`config.mk`:
```
export PLATFORM = sky130hd
export DESIGN_NAME = actifunction_pipe_flat
export DESIGN_NICKNAME = d
export VERILOG_FILES = /design/src/rtl/actifunction_pipe_if.sv /design/src/rtl/actifunction_pipe.sv /design/src/flat_wrapper.sv
export SDC_FILE = /design/constraint.sdc
export NUM_CORES = 1
export LEC_CHECK = 0
export ABC_AREA = 1
export BUFFER_PORTS_ARGS = -buffer_cell sky130_fd_sc_hd__buf_2
export CAP_MARGIN = 15
export CORE_MARGIN = 4
export CORE_UTILIZATION = 30
export DETAILED_ROUTE_END_ITERATION = 16
export GPL_ROUTABILITY_DRIVEN = 0
export GPL_TIMING_DRIVEN = 0
export SETUP_SLACK_MARGIN = 0.5
export SLEW_MARGIN = 20
export SYNTH_ARGS = -nofsm -noshare
export SYNTH_HDL_FRONTEND = slang
export SYNTH_SLANG_ARGS = --single-unit
```
`constraint.sdc`:
```
create_clock -name clk -period 6.4 [get_ports clk]
set_input_delay 1.6 -clock clk [delete_from_list [all_inputs] [get_ports clk]]
set_output_delay 1.6 -clock clk [all_outputs]
set_load 0.01 [all_outputs]
```
`src/rtl/actifunction_pipe_if.sv`:
```
// -----------------------------------------------------------------------------
// actifunction_pipe_if
// Stream interface of the activation pipe: one input beat channel and one
// output beat channel, each with a valid/ready handshake.
//   in_valid / in_ready / in_mode / in_data   : beat from the MAC accumulators
//   out_valid / out_ready / out_data          : beat to the layer output buffer
// Modports:
//   master : producer of input beats and consumer of output beats
//   slave  : the activation pipe itself
// -----------------------------------------------------------------------------
interface actifunction_pipe_if #(
   parameter int LANES = 32'sd1,
   parameter int IN_W  = 32'sd24,
   parameter int OUT_W = 32'sd16
);
   logic                   in_valid;
   logic                   in_ready;
   logic                   in_mode;
   logic [LANES*IN_W-1:0]  in_data;
   logic                   out_valid;
   logic                   out_ready;
   logic [LANES*OUT_W-1:0] out_data;

   modport master (
      output in_valid, in_mode, in_data, out_ready,
      input  in_ready, out_valid, out_data
   );

   modport slave (
      input  in_valid, in_mode, in_data, out_ready,
      output in_ready, out_valid, out_data
   );
endinterface

```
`src/rtl/actifunction_pipe.sv`:
```
// -----------------------------------------------------------------------------
// actifunction_pipe
// Two-stage pipelined activation unit for LANES signed fixed-point values per
// beat. Each beat selects piecewise-linear sigmoid (in_mode=0) or saturating
// ReLU (in_mode=1); the mode travels with its beat.
//   S1 : registers data and mode, decodes the sigmoid region of every lane
//   S2 : registers the computed, clamped result (drives out_data/out_valid)
// Full backpressure: S2 loads when empty or out_ready; S1 loads when empty or
// S2 loads; in_ready = !s1_valid || s2_load (forced low while rst is high).
// Ports:
//   clk       : clock, rising edge
//   rst       : asynchronous active-high reset, clears both stages
//   bus       : actifunction_pipe_if.slave (input and output beat channels)
//   sat_clr   : synchronous clear of sat_count
//   sat_count : number of saturating lanes seen at the output
// Optional feature macro: ACTI_SAT_CNT_EN. When defined, sat_count counts
// saturating lanes of every beat accepted downstream (saturating at 0xFFFF,
// sat_clr has priority). When undefined, sat_count is tied to zero and no
// counter logic exists.
// -----------------------------------------------------------------------------
module actifunction_pipe #(
   parameter int LANES    = 32'sd1,
   parameter int IN_W     = 32'sd24,
   parameter int IN_FRAC  = 32'sd20,
   parameter int OUT_W    = 32'sd16,
   parameter int OUT_FRAC = 32'sd15
) (
   input  logic                clk,
   input  logic                rst,
   actifunction_pipe_if.slave  bus,
   input  logic                sat_clr,
   output logic [15:0]         sat_count
);

   // Sigmoid sums are formed at OUT_W+2 bits; EXT_W is wide enough to hold
   // both the sign-extended input and any shifted ReLU value before clamping.
   localparam int SUM_W = OUT_W + 32'sd2;
   localparam int EXT_W = IN_W + SUM_W;
   localparam int SHIFT = IN_FRAC - OUT_FRAC;

   localparam logic signed [IN_W:0]      POS_ONE_C   = (IN_W+1)'(64'sd1 <<< IN_FRAC);
   localparam logic signed [IN_W:0]      NEG_ONE_C   = -POS_ONE_C;
   localparam logic signed [IN_W:0]      POS_THREE_C = (IN_W+1)'(64'sd3 <<< IN_FRAC);
   localparam logic signed [IN_W:0]      NEG_THREE_C = -POS_THREE_C;
   localparam logic signed [SUM_W-1:0]   HALF_C      = SUM_W'(64'sd1 <<< (OUT_FRAC - 32'sd1));
   localparam logic signed [SUM_W-1:0]   P625_C      = SUM_W'(64'sd5 <<< (OUT_FRAC - 32'sd3));
   localparam logic signed [SUM_W-1:0]   P375_C      = SUM_W'(64'sd3 <<< (OUT_FRAC - 32'sd3));
   localparam logic [OUT_W-1:0]          YMAX_C      = OUT_W'((64'sd1 <<< (OUT_W - 32'sd1)) - 64'sd1);
   localparam logic signed [EXT_W-1:0]   YMAX_EXT_C  = EXT_W'(YMAX_C);

   // Sigmoid region of one lane; the mid regions differ only in their offset.
   typedef enum logic [2:0] {
      RG_LIN  = 3'd0,   // |x| <= 1.0
      RG_MIDP = 3'd1,   // 1.0 < x < 3.0
      RG_MIDN = 3'd2,   // -3.0 < x < -1.0
      RG_SATP = 3'd3,   // x >= 3.0
      RG_SATN = 3'd4    // x <= -3.0
   } region_e;

   function automatic region_e decode_region(input logic signed [IN_W-1:0] x);
      logic signed [IN_W:0] xe;
      region_e              rg;
      xe = {x[IN_W-1], x};
      if (xe >= POS_THREE_C) begin
         rg = RG_SATP;
      end else if (xe <= NEG_THREE_C) begin
         rg = RG_SATN;
      end else if (xe > POS_ONE_C) begin
         rg = RG_MIDP;
      end else if (xe < NEG_ONE_C) begin
         rg = RG_MIDN;
      end else begin
         rg = RG_LIN;
      end
      return rg;
   endfunction

   function automatic logic [OUT_W-1:0] clamp_out(input logic signed [EXT_W-1:0] v);
      logic [OUT_W-1:0] y;
      if (v[EXT_W-1]) begin
         y = {OUT_W{1'b0}};
      end else if (v > YMAX_EXT_C) begin
         y = YMAX_C;
      end else begin
         y = v[OUT_W-1:0];
      end
      return y;
   endfunction

   // Shifts by SHIFT+2 / SHIFT+3 realise x/4 and x/8 re-aligned to OUT_FRAC
   // (arithmetic shift, so rounding is toward minus infinity).
   function automatic logic [OUT_W-1:0] compute_lane(
      input logic signed [IN_W-1:0] x,
      input logic                   mode,
      input region_e                rg
   );
      logic signed [EXT_W-1:0] xe;
      logic signed [SUM_W-1:0] sum;
      logic signed [EXT_W-1:0] pre;
      xe = EXT_W'(x);
      case (rg)
         RG_LIN:  sum = SUM_W'(xe >>> (SHIFT + 32'sd2)) + HALF_C;
         RG_MIDP: sum = SUM_W'(xe >>> (SHIFT + 32'sd3)) + P625_C;
         RG_MIDN: sum = SUM_W'(xe >>> (SHIFT + 32'sd3)) + P375_C;
         RG_SATP: sum = SUM_W'(YMAX_C);
         RG_SATN: sum = {SUM_W{1'b0}};
         default: sum = {SUM_W{1'b0}};
      endcase
      if (mode) begin
         pre = xe >>> SHIFT;
      end else begin
         pre = EXT_W'(sum);
      end
      return clamp_out(pre);
   endfunction

   logic                   s1_valid_r;
   logic                   s1_mode_r;
   logic [LANES*IN_W-1:0]  s1_data_r;
   region_e                s1_region_r [LANES];
   logic                   s2_valid_r;
   logic [LANES*OUT_W-1:0] s2_data_r;

   logic                   s2_load_s;
   logic                   s1_load_s;
   logic                   in_ready_s;
   region_e                region_s [LANES];
   logic [LANES*OUT_W-1:0] s2_next_s;

   // Handshake: a stage may take a new beat when empty or when its content moves on.
   always_comb begin
      s2_load_s  = !s2_valid_r || bus.out_ready;
      s1_load_s  = !s1_valid_r || s2_load_s;
      in_ready_s = !rst && s1_load_s;
   end

   assign bus.in_ready  = in_ready_s;
   assign bus.out_valid = s2_valid_r;
   assign bus.out_data  = s2_data_r;

   // Region decode of the incoming beat, stored alongside it in S1.
   always_comb begin
      for (int i = 32'sd0; i < LANES; i++) begin
         region_s[i] = decode_region(bus.in_data[i*IN_W +: IN_W]);
      end
   end

   // S1 register: accepted beat, its mode and per-lane region.
   always_ff @(posedge clk or posedge rst) begin
      if (rst) begin
         s1_valid_r <= 1'b0;
         s1_mode_r  <= 1'b0;
         s1_data_r  <= {(LANES*IN_W){1'b0}};
         for (int i = 32'sd0; i < LANES; i++) begin
            s1_region_r[i] <= RG_LIN;
         end
      end else if (s1_load_s) begin
         s1_valid_r <= bus.in_valid;
         if (bus.in_valid) begin
            s1_mode_r <= bus.in_mode;
            s1_data_r <= bus.in_data;
            for (int i = 32'sd0; i < LANES; i++) begin
               s1_region_r[i] <= region_s[i];
            end
         end
      end
   end

   // Per-lane clamped result of the beat currently held in S1.
   always_comb begin
      s2_next_s = {(LANES*OUT_W){1'b0}};
      for (int i = 32'sd0; i < LANES; i++) begin
         s2_next_s[i*OUT_W +: OUT_W] =
            compute_lane(s1_data_r[i*IN_W +: IN_W], s1_mode_r, s1_region_r[i]);
      end
   end

   // S2 register: output beat; holds its content while stalled downstream.
   always_ff @(posedge clk or posedge rst) begin
      if (rst) begin
         s2_valid_r <= 1'b0;
         s2_data_r  <= {(LANES*OUT_W){1'b0}};
      end else if (s2_load_s) begin
         s2_valid_r <= s1_valid_r;
         if (s1_valid_r) begin
            s2_data_r <= s2_next_s;
         end
      end
   end

`ifdef ACTI_SAT_CNT_EN
   logic [LANES-1:0] sat_next_s;
   logic [LANES-1:0] s2_sat_r;
   logic [15:0]      sat_count_r;
   logic [16:0]      sat_sum_s;

   // A lane saturates when its result sits on either clamp bound; the
   // |x| >= 3.0 sigmoid regions always land on a bound.
   always_comb begin
      sat_next_s = {LANES{1'b0}};
      for (int i = 32'sd0; i < LANES; i++) begin
         sat_next_s[i] = (s2_next_s[i*OUT_W +: OUT_W] == {OUT_W{1'b0}}) ||
                         (s2_next_s[i*OUT_W +: OUT_W] == YMAX_C);
      end
   end

   // Saturation flags travel in S2 next to the result they describe.
   always_ff @(posedge clk or posedge rst) begin
      if (rst) begin
         s2_sat_r <= {LANES{1'b0}};
      end else if (s2_load_s && s1_valid_r) begin
         s2_sat_r <= sat_next_s;
      end
   end

   // Counter value plus the number of saturating lanes in the S2 beat.
   always_comb begin
      sat_sum_s = {1'b0, sat_count_r};
      for (int i = 32'sd0; i < LANES; i++) begin
         sat_sum_s = sat_sum_s + {16'd0, s2_sat_r[i]};
      end
   end

   // Saturation counter: clear wins, counts only beats taken downstream, sticks at max.
   always_ff @(posedge clk or posedge rst) begin
      if (rst) begin
         sat_count_r <= 16'h0000;
      end else if (sat_clr) begin
         sat_count_r <= 16'h0000;
      end else if (s2_valid_r && bus.out_ready) begin
         sat_count_r <= sat_sum_s[16] ? 16'hFFFF : sat_sum_s[15:0];
      end
   end

   assign sat_count = sat_count_r;
`else
   logic unused_sat_clr_s;
   assign unused_sat_clr_s = sat_clr;
   assign sat_count        = 16'h0000;
`endif

endmodule

```
`src/flat_wrapper.sv`:
```
// flat-port wrapper written by rule: the top's interface ports become plain ports
module actifunction_pipe_flat 
#(
   parameter int LANES    = 32'sd1,
   parameter int IN_W     = 32'sd24,
   parameter int IN_FRAC  = 32'sd20,
   parameter int OUT_W    = 32'sd16,
   parameter int OUT_FRAC = 32'sd15
)
  (clk, rst, sat_clr, sat_count, bus_in_valid, bus_in_mode, bus_in_data, bus_out_ready, bus_in_ready, bus_out_valid, bus_out_data);
  actifunction_pipe_if #(.LANES(LANES), .IN_W(IN_W), .OUT_W(OUT_W)) bus_i ();
  input  logic clk;
  input  logic rst;
  input  logic sat_clr;
  output logic [15:0] sat_count;
  input wire logic [$bits(bus_i.in_valid)-1:0] bus_in_valid;
  input wire logic [$bits(bus_i.in_mode)-1:0] bus_in_mode;
  input wire logic [$bits(bus_i.in_data)-1:0] bus_in_data;
  input wire logic [$bits(bus_i.out_ready)-1:0] bus_out_ready;
  output wire logic [$bits(bus_i.in_ready)-1:0] bus_in_ready;
  output wire logic [$bits(bus_i.out_valid)-1:0] bus_out_valid;
  output wire logic [$bits(bus_i.out_data)-1:0] bus_out_data;
  assign bus_i.in_valid = bus_in_valid;
  assign bus_i.in_mode = bus_in_mode;
  assign bus_i.in_data = bus_in_data;
  assign bus_i.out_ready = bus_out_ready;
  assign bus_in_ready = bus_i.in_ready;
  assign bus_out_valid = bus_i.out_valid;
  assign bus_out_data = bus_i.out_data;
  actifunction_pipe #(.LANES(LANES), .IN_W(IN_W), .IN_FRAC(IN_FRAC), .OUT_W(OUT_W), .OUT_FRAC(OUT_FRAC)) u_core (.clk(clk), .rst(rst), .bus(bus_i), .sat_clr(sat_clr), .sat_count(sat_count));
endmodule
```
Yosys cells after proc, flatten, opt, wreduce, memory -nomap -nowiden

Cells that the tools add are included.

Word-level logic and storage cells: 34
Output and inout bits: 34
Bits in registers: 46
Input port bits: 30

Add/sub/neg operators: 3
Equal/unequal tests: 3
Muxes and demuxes: 8
Reductions and logical operators: 9
$lt $le $gt $ge: 5

Operator list:

| operator               | number |
|---|---|
| $pmux 18 s4            | 1 |
| $gt 42x16->1 const B   | 1 |
| $mux 42                | 1 |
| $mux 16                | 2 |
| $ge 24x23->1 const B   | 1 |
| $gt 24x22->1 const B   | 1 |
| $le 24x23->1 const B   | 1 |
| $lt 24x21->1 const B   | 1 |
| $add 17x16->18 const B | 1 |
| $add 16x15->17 const B | 1 |
| $add 16x16->17 const B | 1 |
| $mux 3                 | 3 |
| $eq 3x2->1 const B     | 2 |
| $reduce_and 2->1       | 2 |
| $eq 3x1->1 const B     | 1 |
| $logic_not 1->1        | 3 |
| $logic_not 3->1        | 1 |
| $logic_or 1x1->1       | 2 |
| $mux 2                 | 1 |
| $logic_and 1x1->1      | 1 |

Depth between registers and ports, before layout

Word-level depth: 6
Depth in mapped cells: 16
Depth with buffers taken out: 15

Worst setup path before layout

Ideal clock, no wire load.

Path type: input port to output port
Start point: in rst
End point: out bus_in_ready
Data arrival time: 2.704 ns
Path buffers: 0
Cell stages on the path: 3
Slack: 2.096 ns
Data required time: 4.800 ns
Path through: inv_1 -> nand2_1 -> inv_1

Cells in the longest elaborated chain, start to end: 2

RTL lines:

| element           | line                     | RTL |
|---|---|---|
| from (decl)       | flat_wrapper.sv:13       | `input logic rst;` |
| $logic_not 1->1   | actifunction_pipe.sv:134 | `in_ready_s = !rst && s1_load_s;` |
| $logic_and 1x1->1 | actifunction_pipe.sv:134 |  |
| to (decl)         | flat_wrapper.sv:20       | `output wire logic [$bits(bus_i.in_ready)-1:0] bus_in_ready;` |

Every way passes these cells.

Worst setup path in the final report

Same ends and word-level chain as after synthesis.

==> results.ini <==
[synth]
yosys_warnings=0
synth_compound_area_frac=0.1145
yosys.area.top_type=dfrtp_1
synthesis.area_um2=2579
synthXorXnorAreaFrac=0
synth_seq_cells=41
synth-simple-area-share=0.3256
yosys.area.top_type_share=0.3979
ys_types=30
synthTopCellsByArea=dfrtp_1 40%, nand2_1 19%, o21ai_0 7.4%, buf_4 4.9%, inv_1 4.5%
netlist_instances=359
synth_top_family_by_area=simple AND/OR/NAND/NOR gates
avgSynthCellArea_um2=7.183
synthMuxAreaShare=0
synth-adder-area-share=0.02426
ys_seq_area_frac=0.3979

[timing]
skew_ns=0.009795
min_period_ns=3.869
rsz0062_at_grt=false
hold_slack_ns=0.4820
hold_viol=0
finalSetupViolCount=0
period_share=0.6046
fmax_mhz=258.4
setup_tns_ns=0
slew_viol_final=0

[clock_tree]
cts_root_buffer=clkbuf_8
post-cts-setup-buffers=0
cts_hold_buf=0
worstSkewPairLatency_ns=0.30
numClockSinks=41
path_clk_slew_ns=0.07
cts_tree=yes
cts_buffers=5
clk_path_buf_depth=2
htreeDepth=2
ctsResizeCount=0

[route]
via_count=2412
viasPerCell=4.517
drtAntennaViolNets=0
wirelength_um=6200
routedWlPerCell_um=11.61
drtIter0Drc=115
firstDrtPassIters=4
drc=0

[floorplanning]
die_area_um2=10140
io_pins=64
die_w_um=100.7
start_util=0.3107
die_h_um=100.7
core_area_um2=8299
num_rows=33

[placement]
numPortBuffers=46
detailed_place_hpwl_um=4954
place_area_um2=3017

[finish]
diodes=0
design_area_um2=3133
drive_above_1_share=0.2494
syn_to_final_growth_pct=21.49
final_cell_mix=130 x nand2_1, 49 x buf_2, 41 x dfrtp_1
n_fill_cell=880
utilization=0.3775
final_nets=463
final_common_cell=nand2_1

[pwr]
total_power_w=0.0009627
peakVddDrop_mv=0.08306
powerDensity_nw_per_um2=307.3
p_leak_nw=1.682

[global_route]
first_global_vias=2376
grt.total_usage=0.1292
grt_antenna_before_repair=0
globalRouteOverflowTotal=0
grt_max_degree=26
grt_pass1_wl_um=10880

[setup_path]
cp.arrival_ns=2.27
crit_type=in -> out
worst_setup_path_end_kind=output pin
ff2ff_path_depth=15
crit_path_start_kind=primary input
cp.required_ns=4.80
cp_max_fo=18

[flow_run]
cap_violations=0

[worst_hold_path]
min_path_type=reg -> reg
worstHoldPathCells=2

[run_status]
outcome=complete, no violations

-- synthesized netlist by cell type (all sizes together) --
cell type and n:
a21boi 1, a21oi 8, buf 24, clkbuf 5, conb 1, dfrtp 41
ha 5, inv 36, nand2 146, nand3 11, nand4 17, nor2 20
o2111ai 2, o21ai 41, o31ai 1
-- logic make-up after synthesis --
family                     Yosys count
and+or+nand+nor                    194
adders and majority gates            5
buffers and inverters               65
AOI/OAI and AO/OA                   53
other                                1
DFF                                 41
-- per-layer routing --
layer | share of wire | vias to the layer above | GRT usage
li1 | - | 1249 | -
met1 | 0.50 | 1070 | 0.1828
met5 | 0 | - | 0
met3 | 0.074 | 10 | 0.02422
met2 | 0.41 | 83 | 0.2005
met4 | 0.016 | 0 | 0.03731
-- final cells by class --
cell class                      instances  area, um2  share of cell area
Buffer                                 29      211.5             0.06749
Clock buffer                            7      86.33             0.02756
Clock inverter                          1      30.03            0.009585
Inverter                               36      140.1             0.04473
Multi-Input combinational cell        268       1257              0.4014
Sequential cell                        41       1026              0.3275
Tap cell                              105      131.4             0.04193
Timing Repair Buffer                   47      250.2             0.07987
-- registers in the layout, summed over array words and instances (netlist names) --
register,cells
u_core.s1_valid_r,1
u_core.s1_mode_r,1
u_core.s1_data_r,19
u_core.bus.out_valid,1
u_core.bus.out_data,16
u_core.s1_region_r,3
-- stage by stage --
stage          setup slack (ns)  instances
2_1_floorplan             2.096        374
6_report                  2.531        534
4_1_cts                   2.485        534
5_1_grt                   2.405        534
3_5_place_dp              2.489        526
3_3_place_gp              1.569        525
-- critical path: stages --
cell and delay [ns]:
buf_2 0.10, inv_2 0.30, nand2_1 0.10, inv_1 0.05, buf_2 0.12
-- final timing paths --
kind	slack, ns	end	startpoint
worst min-delay path	0.48	u_core.bus.out_data[14]	u_core.bus.out_data[14]
worst min register to register	0.48	u_core.bus.out_data[14]	u_core.bus.out_data[14]
worst max-delay path	2.53	bus_in_ready	rst
worst max register to register	4.49	u_core.bus.out_data[0]	u_core.s1_data_r[21]
max in group asynchronous	4.65	u_core.s1_data_r[5]	rst
min in group asynchronous	1.28	u_core.s1_data_r[12]	rst
-- report_power, final --
group,switching [W],internal [W]
sequential,0.0000517,0.000327
combinational,0.000220,0.000149
clock,0.0000881,0.000127
total,0.000360,0.000603
Power figures use the tool's default switching activity.
